**config.mk**
```make
export PLATFORM = sky130hd
export DESIGN_NAME = alu_issue_arbiter_flat
export DESIGN_NICKNAME = d
export VERILOG_FILES = /design/src/rtl/alu_issue_arbiter_if.sv /design/src/rtl/alu_issue_arbiter.sv /design/src/flat_wrapper.sv
export SDC_FILE = /design/constraint.sdc
export NUM_CORES = 1
export LEC_CHECK = 0
export CORE_AREA = 2 2 630 632
export CTS_CLUSTER_SIZE = 30
export DETAILED_ROUTE_END_ITERATION = 8
export DIE_AREA = 0 0 632 634
export HOLD_SLACK_MARGIN = 0.06
export SLEW_MARGIN = 10
export SYNTH_ARGS = -nofsm -noshare
export SYNTH_HDL_FRONTEND = slang
export SYNTH_SLANG_ARGS = --single-unit
```
**constraint.sdc**
```tcl
create_clock -name clk -period 3.8 [get_ports clk]
set_input_delay 0.38 -clock clk [delete_from_list [all_inputs] [get_ports clk]]
set_output_delay 0.38 -clock clk [all_outputs]
set_load 0.03 [all_outputs]
```
**src/rtl/alu_issue_arbiter_if.sv**
```systemverilog
// alu_issue_arbiter_if: request, ALU-port and response bundle of the ALU issue arbiter.
// master is the requester/ALU environment side, slave is the arbiter.
interface alu_issue_arbiter_if #(
  parameter int NUM_REQ = 4,
  parameter int WIDTH   = 128
);
  localparam int IDW = $clog2(NUM_REQ);
  logic [NUM_REQ-1:0]       req_valid;
  logic [NUM_REQ-1:0]       req_ready;
  logic [4*NUM_REQ-1:0]     req_opcode;
  logic [WIDTH*NUM_REQ-1:0] req_a;
  logic [WIDTH*NUM_REQ-1:0] req_b;
  logic [5*NUM_REQ-1:0]     req_shift;
  logic [3:0]               alu_opcode;
  logic [WIDTH-1:0]         alu_input1;
  logic [WIDTH-1:0]         alu_input2;
  logic [4:0]               alu_shift;
  logic [WIDTH-1:0]         alu_result;
  logic                     rsp_valid;
  logic                     rsp_ready;
  logic [IDW-1:0]           rsp_id;
  logic [WIDTH-1:0]         rsp_result;
  logic                     rsp_err;
  logic                     busy;
  modport master (
    output req_valid, req_opcode, req_a, req_b, req_shift, alu_result, rsp_ready,
    input  req_ready, alu_opcode, alu_input1, alu_input2, alu_shift,
           rsp_valid, rsp_id, rsp_result, rsp_err, busy
  );
  modport slave (
    input  req_valid, req_opcode, req_a, req_b, req_shift, alu_result, rsp_ready,
    output req_ready, alu_opcode, alu_input1, alu_input2, alu_shift,
           rsp_valid, rsp_id, rsp_result, rsp_err, busy
  );
endinterface

```
**src/rtl/alu_issue_arbiter.sv**
```systemverilog
// alu_issue_arbiter: round-robin issue of operations onto one shared combinational ALU.
// Define ALU_OPCODE_CHECK_EN to answer opcodes 8..15 directly with rsp_err=1 instead of executing them.
module alu_issue_arbiter #(
  parameter int NUM_REQ    = 4,
  parameter int WIDTH      = 128,
  parameter int DIV_CYCLES = 8
) (
  input logic clk,
  input logic rst_n,
  alu_issue_arbiter_if.slave bus
);
  localparam int IDW = $clog2(NUM_REQ);
  localparam int CW  = $clog2(DIV_CYCLES + 1);
`ifdef ALU_OPCODE_CHECK_EN
  localparam bit CHK = 1'b1;
`else
  localparam bit CHK = 1'b0;
`endif
  localparam logic [1:0] IDLE = 2'd0, EXEC = 2'd1, RESP = 2'd2;
  logic [1:0]       state_q, state_d;
  logic [IDW-1:0]   ptr_q, ptr_d, id_q, id_d, win, idx;
  logic             any;
  logic [CW-1:0]    cnt_q, cnt_d;
  logic [3:0]       opc_q, opc_d, w_opc;
  logic [WIDTH-1:0] a_q, a_d, b_q, b_d, res_q, res_d;
  logic [4:0]       sh_q, sh_d;
  logic             err_q, err_d;
  // Search ptr+1, ptr+2, ... wrapping; the last candidate is ptr itself.
  always_comb begin
    win = '0;
    idx = '0;
    any = 1'b0;
    for (int k = 1; k <= NUM_REQ; k++) begin
      idx = IDW'((int'(ptr_q) + k) % NUM_REQ);
      if (!any && bus.req_valid[idx]) begin
        win = idx;
        any = 1'b1;
      end
    end
  end
  assign w_opc = bus.req_opcode[int'(win)*4 +: 4];
  assign bus.req_ready = (state_q == IDLE && any) ? NUM_REQ'(1) << win : '0;
  always_comb begin
    state_d = state_q;
    ptr_d   = ptr_q;
    id_d    = id_q;
    cnt_d   = cnt_q;
    opc_d   = opc_q;
    a_d     = a_q;
    b_d     = b_q;
    sh_d    = sh_q;
    res_d   = res_q;
    err_d   = err_q;
    if (state_q == IDLE && any) begin
      ptr_d = win;
      id_d  = win;
      if (CHK && w_opc[3]) begin
        state_d = RESP;
        res_d   = '0;
        err_d   = 1'b1;
      end else begin
        state_d = EXEC;
        opc_d   = w_opc;
        a_d     = bus.req_a[int'(win)*WIDTH +: WIDTH];
        b_d     = bus.req_b[int'(win)*WIDTH +: WIDTH];
        sh_d    = bus.req_shift[int'(win)*5 +: 5];
        cnt_d   = (w_opc == 4'd7) ? CW'(DIV_CYCLES - 1) : '0;
      end
    end else if (state_q == EXEC) begin
      if (cnt_q == '0) begin
        state_d = RESP;
        res_d   = bus.alu_result;
        err_d   = 1'b0;
      end else begin
        cnt_d = cnt_q - CW'(1);
      end
    end else if (state_q == RESP && bus.rsp_ready) begin
      state_d = IDLE;
    end
  end
  always_ff @(posedge clk or negedge rst_n) begin
    if (!rst_n) begin
      state_q <= IDLE;
      ptr_q   <= IDW'(NUM_REQ - 1);
      id_q    <= '0;
      cnt_q   <= '0;
      opc_q   <= '0;
      a_q     <= '0;
      b_q     <= '0;
      sh_q    <= '0;
      res_q   <= '0;
      err_q   <= 1'b0;
    end else begin
      state_q <= state_d;
      ptr_q   <= ptr_d;
      id_q    <= id_d;
      cnt_q   <= cnt_d;
      opc_q   <= opc_d;
      a_q     <= a_d;
      b_q     <= b_d;
      sh_q    <= sh_d;
      res_q   <= res_d;
      err_q   <= err_d;
    end
  end
  assign bus.alu_opcode = opc_q;
  assign bus.alu_input1 = a_q;
  assign bus.alu_input2 = b_q;
  assign bus.alu_shift  = sh_q;
  assign bus.rsp_valid  = state_q == RESP;
  assign bus.rsp_id     = id_q;
  assign bus.rsp_result = res_q;
  assign bus.rsp_err    = err_q;
  assign bus.busy       = state_q != IDLE;
endmodule
```
**src/flat_wrapper.sv**
```systemverilog
// flat-port wrapper written by rule: the top's interface ports become plain ports
module alu_issue_arbiter_flat 
#(
  parameter int NUM_REQ    = 4,
  parameter int WIDTH      = 128,
  parameter int DIV_CYCLES = 8
)
  (clk, rst_n, bus_req_valid, bus_req_opcode, bus_req_a, bus_req_b, bus_req_shift, bus_alu_result, bus_rsp_ready, bus_req_ready, bus_alu_opcode, bus_alu_input1, bus_alu_input2, bus_alu_shift, bus_rsp_valid, bus_rsp_id, bus_rsp_result, bus_rsp_err, bus_busy);
  alu_issue_arbiter_if #(.NUM_REQ(NUM_REQ), .WIDTH(WIDTH)) bus_i ();
  input logic clk;
  input logic rst_n;
  input wire logic [$bits(bus_i.req_valid)-1:0] bus_req_valid;
  input wire logic [$bits(bus_i.req_opcode)-1:0] bus_req_opcode;
  input wire logic [$bits(bus_i.req_a)-1:0] bus_req_a;
  input wire logic [$bits(bus_i.req_b)-1:0] bus_req_b;
  input wire logic [$bits(bus_i.req_shift)-1:0] bus_req_shift;
  input wire logic [$bits(bus_i.alu_result)-1:0] bus_alu_result;
  input wire logic [$bits(bus_i.rsp_ready)-1:0] bus_rsp_ready;
  output wire logic [$bits(bus_i.req_ready)-1:0] bus_req_ready;
  output wire logic [$bits(bus_i.alu_opcode)-1:0] bus_alu_opcode;
  output wire logic [$bits(bus_i.alu_input1)-1:0] bus_alu_input1;
  output wire logic [$bits(bus_i.alu_input2)-1:0] bus_alu_input2;
  output wire logic [$bits(bus_i.alu_shift)-1:0] bus_alu_shift;
  output wire logic [$bits(bus_i.rsp_valid)-1:0] bus_rsp_valid;
  output wire logic [$bits(bus_i.rsp_id)-1:0] bus_rsp_id;
  output wire logic [$bits(bus_i.rsp_result)-1:0] bus_rsp_result;
  output wire logic [$bits(bus_i.rsp_err)-1:0] bus_rsp_err;
  output wire logic [$bits(bus_i.busy)-1:0] bus_busy;
  assign bus_i.req_valid = bus_req_valid;
  assign bus_i.req_opcode = bus_req_opcode;
  assign bus_i.req_a = bus_req_a;
  assign bus_i.req_b = bus_req_b;
  assign bus_i.req_shift = bus_req_shift;
  assign bus_i.alu_result = bus_alu_result;
  assign bus_i.rsp_ready = bus_rsp_ready;
  assign bus_req_ready = bus_i.req_ready;
  assign bus_alu_opcode = bus_i.alu_opcode;
  assign bus_alu_input1 = bus_i.alu_input1;
  assign bus_alu_input2 = bus_i.alu_input2;
  assign bus_alu_shift = bus_i.alu_shift;
  assign bus_rsp_valid = bus_i.rsp_valid;
  assign bus_rsp_id = bus_i.rsp_id;
  assign bus_rsp_result = bus_i.rsp_result;
  assign bus_rsp_err = bus_i.rsp_err;
  assign bus_busy = bus_i.busy;
  alu_issue_arbiter #(.NUM_REQ(NUM_REQ), .WIDTH(WIDTH), .DIV_CYCLES(DIV_CYCLES)) u_core (.clk(clk), .rst_n(rst_n), .bus(bus_i));
endmodule
```
==> results of run 1 <==
==> cell usage in the layout (no fill, tap or decap), types with 3 or more instances in the layout <==
cell / n
clkinv_2: 13
a21oi_1: 6
nor2_1: 274
mux2_1: 4
clkbuf_16: 61
a221o_1: 264
clkbuf_8: 11
o21ai_1: 3
clkdlybuf4s50_1: 1573
clkbuf_1: 10
buf_12: 26
nor2b_1: 3
inv_1: 5
mux2i_1: 268
nand2_1: 15
buf_4: 101
nand3b_1: 5
bufinv_16: 6
dfrtp_1: 401
diode_2: 92
o21ai_0: 4
mux2_2: 388
==> flip-flops by register name, summed over array words and instances, names as in the netlist <==
register               count
u_core.bus.alu_input1    128
u_core.bus.rsp_result    128
u_core.cnt_q               4
u_core.bus.alu_input2    128
u_core.bus.rsp_id          2
u_core.bus.alu_shift       5
u_core.state_q             2
u_core.bus.alu_opcode      4
u_core.ptr_q               2
==> cell type report <==
cell class / instances / area, um^2 / area share, %
Inverter: 5 / 18.8 / 0.0398
Clock buffer: 82 / 1720 / 3.64
Clock inverter: 23 / 334 / 0.708
Multi-Input combinational cell: 1260 / 11200 / 23.7
Tap cell: 5242 / 6560 / 13.9
Antenna cell: 92 / 230 / 0.488
Timing Repair Buffer: 1702 / 17000 / 36.1
Sequential cell: 403 / 10100 / 21.4
==> worst max path at each step <==
stage / slack [ns] / end / depth (start not counted) / start
floorplan: 1.37 / bus_req_ready[1] / 8 / u_core.ptr_q[1]
global placement: 0.41 / u_core.bus.alu_input2[64] / 9 / bus_req_valid[0]
detailed placement: 0.44 / u_core.bus.alu_input1[12] / 10 / bus_req_valid[0]
CTS: 0.24 / bus_req_ready[2] / 6 / u_core.ptr_q[0]
global route: 0.20 / bus_req_ready[0] / 6 / u_core.ptr_q[0]
finish: 0.38 / bus_req_ready[0] / 6 / u_core.ptr_q[0]
==> critical path: stages, from the launching register on <==
cell	delay, ns
dfstp_2	0.58
nand2b_1	0.14
nor2_1	0.09
a311oi_1	0.37
nand2_1	0.16
nor2_1	0.22
clkdlybuf4s50_1	0.72
==> synth_stat cells, drive strengths merged, types with 2 or more instances <==
| cell type | n | area, um^2 |
|---|---|---|
| dfstp | 2 | 52.6 |
| nand2b | 2 | 12.5 |
| nand2 | 17 | 66.3 |
| dfrtp | 401 | 10000 |
| nor2b | 3 | 18.8 |
| nand3b | 5 | 37.5 |
| clkbuf | 69 | 259 |
| buf | 94 | 980 |
| ha | 2 | 25.0 |
| mux2i | 268 | 2680 |
| a21oi | 6 | 30.0 |
| o21ai | 7 | 35.0 |
| o22ai | 3 | 25.0 |
| a221o | 264 | 2640 |
| inv | 5 | 18.8 |
| mux2 | 392 | 4410 |
| nor3 | 3 | 26.3 |
| nor2 | 276 | 1050 |
==> per-layer routing <==
layer  global-route usage [%]  wire length [um]  up-vias  part of all wire, %
li1                         -                 -    10255                    -
met1                     15.2            107000    12171                   36
met2                     24.1            142000     1687                   48
met3                     6.16             31000      687                   11
met4                     5.08             13000      174                  4.4
met5                    0.495              1210        -                 0.41
==> metrics by stage <==
stage	util (%)	std cells	power (mW)	area, um^2	worst slack, ns
after floorplan	-	1831	7.13	22500	1.37
after global placement	11.4	8611	10.5	44900	0.409
final	12.0	8809	16.5	47200	0.381
after detailed placement	11.4	8611	10.5	44900	0.436
after global routing	11.9	8762	17.1	47100	0.197
after CTS	11.9	8717	16.8	47000	0.244
==> what timing repair did <==
action | in CTS | in global routing
hold buffers | 1 | 0
hold endpoints to repair | 55 | 0
resized for setup | 0 | 0
setup endpoints to repair | 0 | 0
==> kinds of logic (layout without fill, tap and decap cells) <==
group	after synthesis	in the layout	share of synthesized area [%]
AOI/OAI and AO/OA	287	287	12.4
xor gates and xnor gates	2	2	0.0779
adders and majority gates	2	2	0.111
buffers and inverters	168	1812	5.59
DFF	403	403	44.8
muxes	660	660	31.5
other	1	93	0.0167
and+or+nand+nor	308	308	5.43
==> where the power goes <==
part | internal (mW) | switching [mW] | leakage, nW
clock network | 3.54 | 2.61 | 1.02
registers | 4.68 | 0.290 | 4.76
logic | 2.65 | 2.69 | 11.5
total | 10.9 | 5.59 | 17.3
==> flow_metrics.tcl, run 1 <==
set metrics [dict create \
    dr.pass1.iters 5 \
    die_x_um 632 \
    status "completed" \
    globalplace.congestion 0.968 \
    grt_overflow 0 \
    root_buffer "clkbuf_16" \
    synthToLayoutAreaGrowth_pct 110 \
    numCtsBuffers 61 \
    worstReg2RegStart "u_core.ptr_q[1]" \
    syn-cell-area_um2 22500 \
    postSynth.asyncResetShare_pct 100 \
    drc 0 \
    nNetsFinal 4630 \
    fillerInstances 44962 \
    grt_max_degree 101 \
    synth-seq-cells 403 \
    worstSetupPathType "register to primary output" \
    clock_path_buffers 3 \
    final-setup-viol-count 0 \
    yosys_warnings 0 \
    layout_min_cycle_time_ns 3.42 \
    start_util_pct 5.71 \
    dp_hpwl_um 264000 \
    cp_data_arrival_time_ns 3.04 \
    num_rows 231 \
    crit_fanout 5 \
    syn_nets 3028 \
    tns_ns 0 \
    routed_via_density 2.84 \
    insertion_delay_ns 0.76 \
    drt_iter0_drc 1805 \
    tritoncts "built" \
    synth_area_per_cell_um2 12.3 \
    start_kind "register" \
    hold_viol 0 \
    r2r-end "u_core.bus.alu_input2[14]" \
    fp.dieH_um 634 \
    postSynthCellCount 1831 \
    max_cap_violations 0 \
    port_buffers 1595 \
    io_pins 1597 \
    die-area_um2 401000 \
    wl_per_cell_um 33.5 \
    antenna_found_initial 320 \
    tightestPinTransition_ns 1.02 \
    drt-total-wl_um 295000 \
    critPathCaptureType "primary output" \
    finalClockSkew_ns 0.0324 \
    first_global_vias 24263 \
    fmax_ghz 0.293 \
    relSlewSlack_pct 32.0 \
    reg2reg_slack_ns 0.88 \
    cts_sinks 403 \
    worst_hold_slack_ns 0.163 \
    p_per_area_nw_per_um2 349 \
    postCtsSetupBuffers 0 \
    core-area_um2 394000 \
    reg2regPathDepth 8 \
    synth-main-ff-cell "dfrtp_1" \
    detail-route-antenna-nets 0 \
    synth_cell_types 42 \
    peakVddDrop_mv 0.384 \
    synth_edf_count 0 \
    rsz0062_at_grt "no" \
    worstPathRequired_ns 3.42 \
    hp-class "input port to asynchronous set/reset pin" \
    ctsHtreeMaxLevel 2 \
    clk_pin_slew_ns 0.06 \
    vias 24974 \
    drive_gt1_share_pct 17.9 \
    grt_pass1_wl_um 346000 \
    yosysSeqAreaShare_pct 44.8 \
    finalCritPeriodShare_pct 90.0 \
    leakagePower_nw 17.3 \
    drv_slew 0 \
    grt_usage_pct 14.0 \
]
No activity file was read; power rests on OpenSTA's default activity.
==> inputs of run 2 (changes only) <==
--- a/config.mk
+++ b/config.mk
@@ -10,6 +10,7 @@
 export DETAILED_ROUTE_END_ITERATION = 8
 export DIE_AREA = 0 0 632 634
 export HOLD_SLACK_MARGIN = 0.06
+export MAX_ROUTING_LAYER = met4
 export SLEW_MARGIN = 10
 export SYNTH_ARGS = -nofsm -noshare
 export SYNTH_HDL_FRONTEND = slang
==> flow_metrics.tcl, run 2 (synthesis results as in run 1) <==
set metrics [dict create \
    status "completed" \
    crit_fanout 12 \
    r2r-end "u_core.bus.alu_input1[8]" \
    num_rows 231 \
    post-place-cells 8602 \
    pwr-share-seq_pct 29.1 \
    netSwitchingPower_mw 5.76 \
    wl_per_cell_um 33.2 \
    die_x_um 632 \
    post_dp_cell_area_um2 44900 \
    globalplace.congestion 0.984 \
    layout_min_cycle_time_ns 3.52 \
    nNetsFinal 4630 \
    relSlewSlack_pct 32.4 \
    vias 24602 \
    worstReg2RegStart "u_core.ptr_q[1]" \
    dp_hpwl_um 264000 \
    final_cells 8877 \
    cts_sinks 403 \
    combPwrFrac_pct 31.3 \
    grt_overflow 0 \
    postCtsSetupBuffers 0 \
    detail-route-antenna-nets 0 \
    numCtsBuffers 70 \
    fmax_ghz 0.284 \
    grt_max_degree 101 \
    drt-total-wl_um 295000 \
    hold_buffers 1 \
    tightestPinTransition_ns 1.01 \
    p_int_mw 11.3 \
    clk_pin_slew_ns 0.06 \
    grt_usage_pct 14.5 \
    insertion_delay_ns 0.78 \
    final-setup-viol-count 0 \
    drc 0 \
    ctsResizeCount 0 \
    io_pins 1597 \
    worstSetupPathType "register to primary output" \
    grt_pass1_wl_um 346000 \
    root_buffer "clkbuf_16" \
    tns_ns 0 \
    dr.pass1.iters 6 \
    wl_met2_um 144000 \
    leakagePower_nw 17.3 \
    final_common_cell "clkdlybuf4s50_1" \
    wl_met1_um 108000 \
    p_clk_share_pct 39.6 \
    routed_via_density 2.77 \
    die-area_um2 401000 \
    fp.dieH_um 634 \
    worstPathRequired_ns 3.42 \
    p_per_area_nw_per_um2 359 \
    first_global_vias 24083 \
    dr.max_layer_used "met4" \
    p_sw_share_pct 33.7 \
    clock_path_buffers 4 \
    drive_gt1_share_pct 18.0 \
    cp_data_arrival_time_ns 3.14 \
    drt_iter0_drc 1773 \
    reg2reg_slack_ns 0.91 \
    layout_common_cells "1573 x clkdlybuf4s50_1, 401 x dfrtp_1, 388 x mux2_2" \
    synthToLayoutAreaGrowth_pct 111 \
    finalCritPeriodShare_pct 92.5 \
    rsz0062_at_grt "no" \
    start_kind "register" \
    antenna_found_initial 316 \
    core-area_um2 394000 \
    routed-wl-met3_um 31700 \
    fin_area_um2 47500 \
    finalClockSkew_ns 0.0555 \
    drv_slew 0 \
    hold_viol 0 \
    reg2regPathDepth 9 \
    ctsHtreeMaxLevel 3 \
    peakVddDrop_mv 0.224 \
    port_buffers 1595 \
    max_cap_violations 0 \
    critPathCaptureType "primary output" \
    hp-class "input port to asynchronous set/reset pin" \
    tritoncts "built" \
    start_util_pct 5.71 \
]
==> run 2: cell count changes in the layout (fill, tap and decap cells not counted), moves of 4 or more <==
cell        change
diode_2        +63
clkinvlp_4      +6
inv_6           +4
buf_4          -11
clkbuf_16      +10
==> run 2: layer usage <==
layer | vias up | global-route usage, %
li1 | 10366 | -
met1 | 12055 | 15.4
met2 | 1670 | 24.5
met3 | 511 | 5.96
met4 | 0 | 4.28
met5 | - | -
==> run 2: through the flow <==
stage | hold slack, ns | utilization [%] | setup slack (ns) | total power, mW
floorplan | 0.0844 | - | 1.37 | 7.13
global placement | 0.384 | 11.4 | 0.430 | 10.5
detailed placement | 0.384 | 11.4 | 0.481 | 10.5
CTS | 0.119 | 12.0 | 0.160 | 17.5
global route | 0.156 | 12.0 | 0.108 | 17.7
finish | 0.165 | 12.1 | 0.284 | 17.1
==> run 2: how the worst max path moves through the flow <==
stage / cells past startpoint / start / end
after floorplan: 8 / u_core.ptr_q[1] / bus_req_ready[1]
after global placement: 10 / bus_req_valid[0] / u_core.bus.alu_input1[8]
after detailed placement: 10 / bus_req_valid[0] / u_core.bus.alu_input1[8]
after CTS: 7 / u_core.ptr_q[1] / bus_req_ready[1]
after global routing: 7 / u_core.ptr_q[1] / bus_req_ready[1]
final: 7 / u_core.ptr_q[1] / bus_req_ready[1]
==> run 2: area by class of cell <==
type / count / area [um^2]
fillers: 45034 / 347000
repair buffers: 1693 / 17000
multi-input cells: 1260 / 11200
flip-flops and latches: 403 / 10100
well taps: 5242 / 6560
clock buffers: 91 / 1960
diodes: 155 / 388
clock inverters: 28 / 303
inverters: 5 / 18.8
==> run 2: worst max-delay path, cell delays in order, from the launching register on <==
cell and delay [ns]:
dfstp_2 0.62, nand2_1 0.07, a32o_2 0.30, nor2_4 0.18, buf_12 0.21, buf_4 0.26
nor3_1 0.08, clkdlybuf4s50_1 0.62
==> run 2: power groups by stage <==
stage	registers (mW)	logic [mW]	clock network, mW
5_1_grt	5.00	5.57	7.15
3_5_place_dp	5.01	5.44	0
2_1_floorplan	5.72	1.41	0
3_3_place_gp	5.02	5.45	0
4_1_cts	4.95	5.47	7.04
6_report	4.96	5.34	6.76
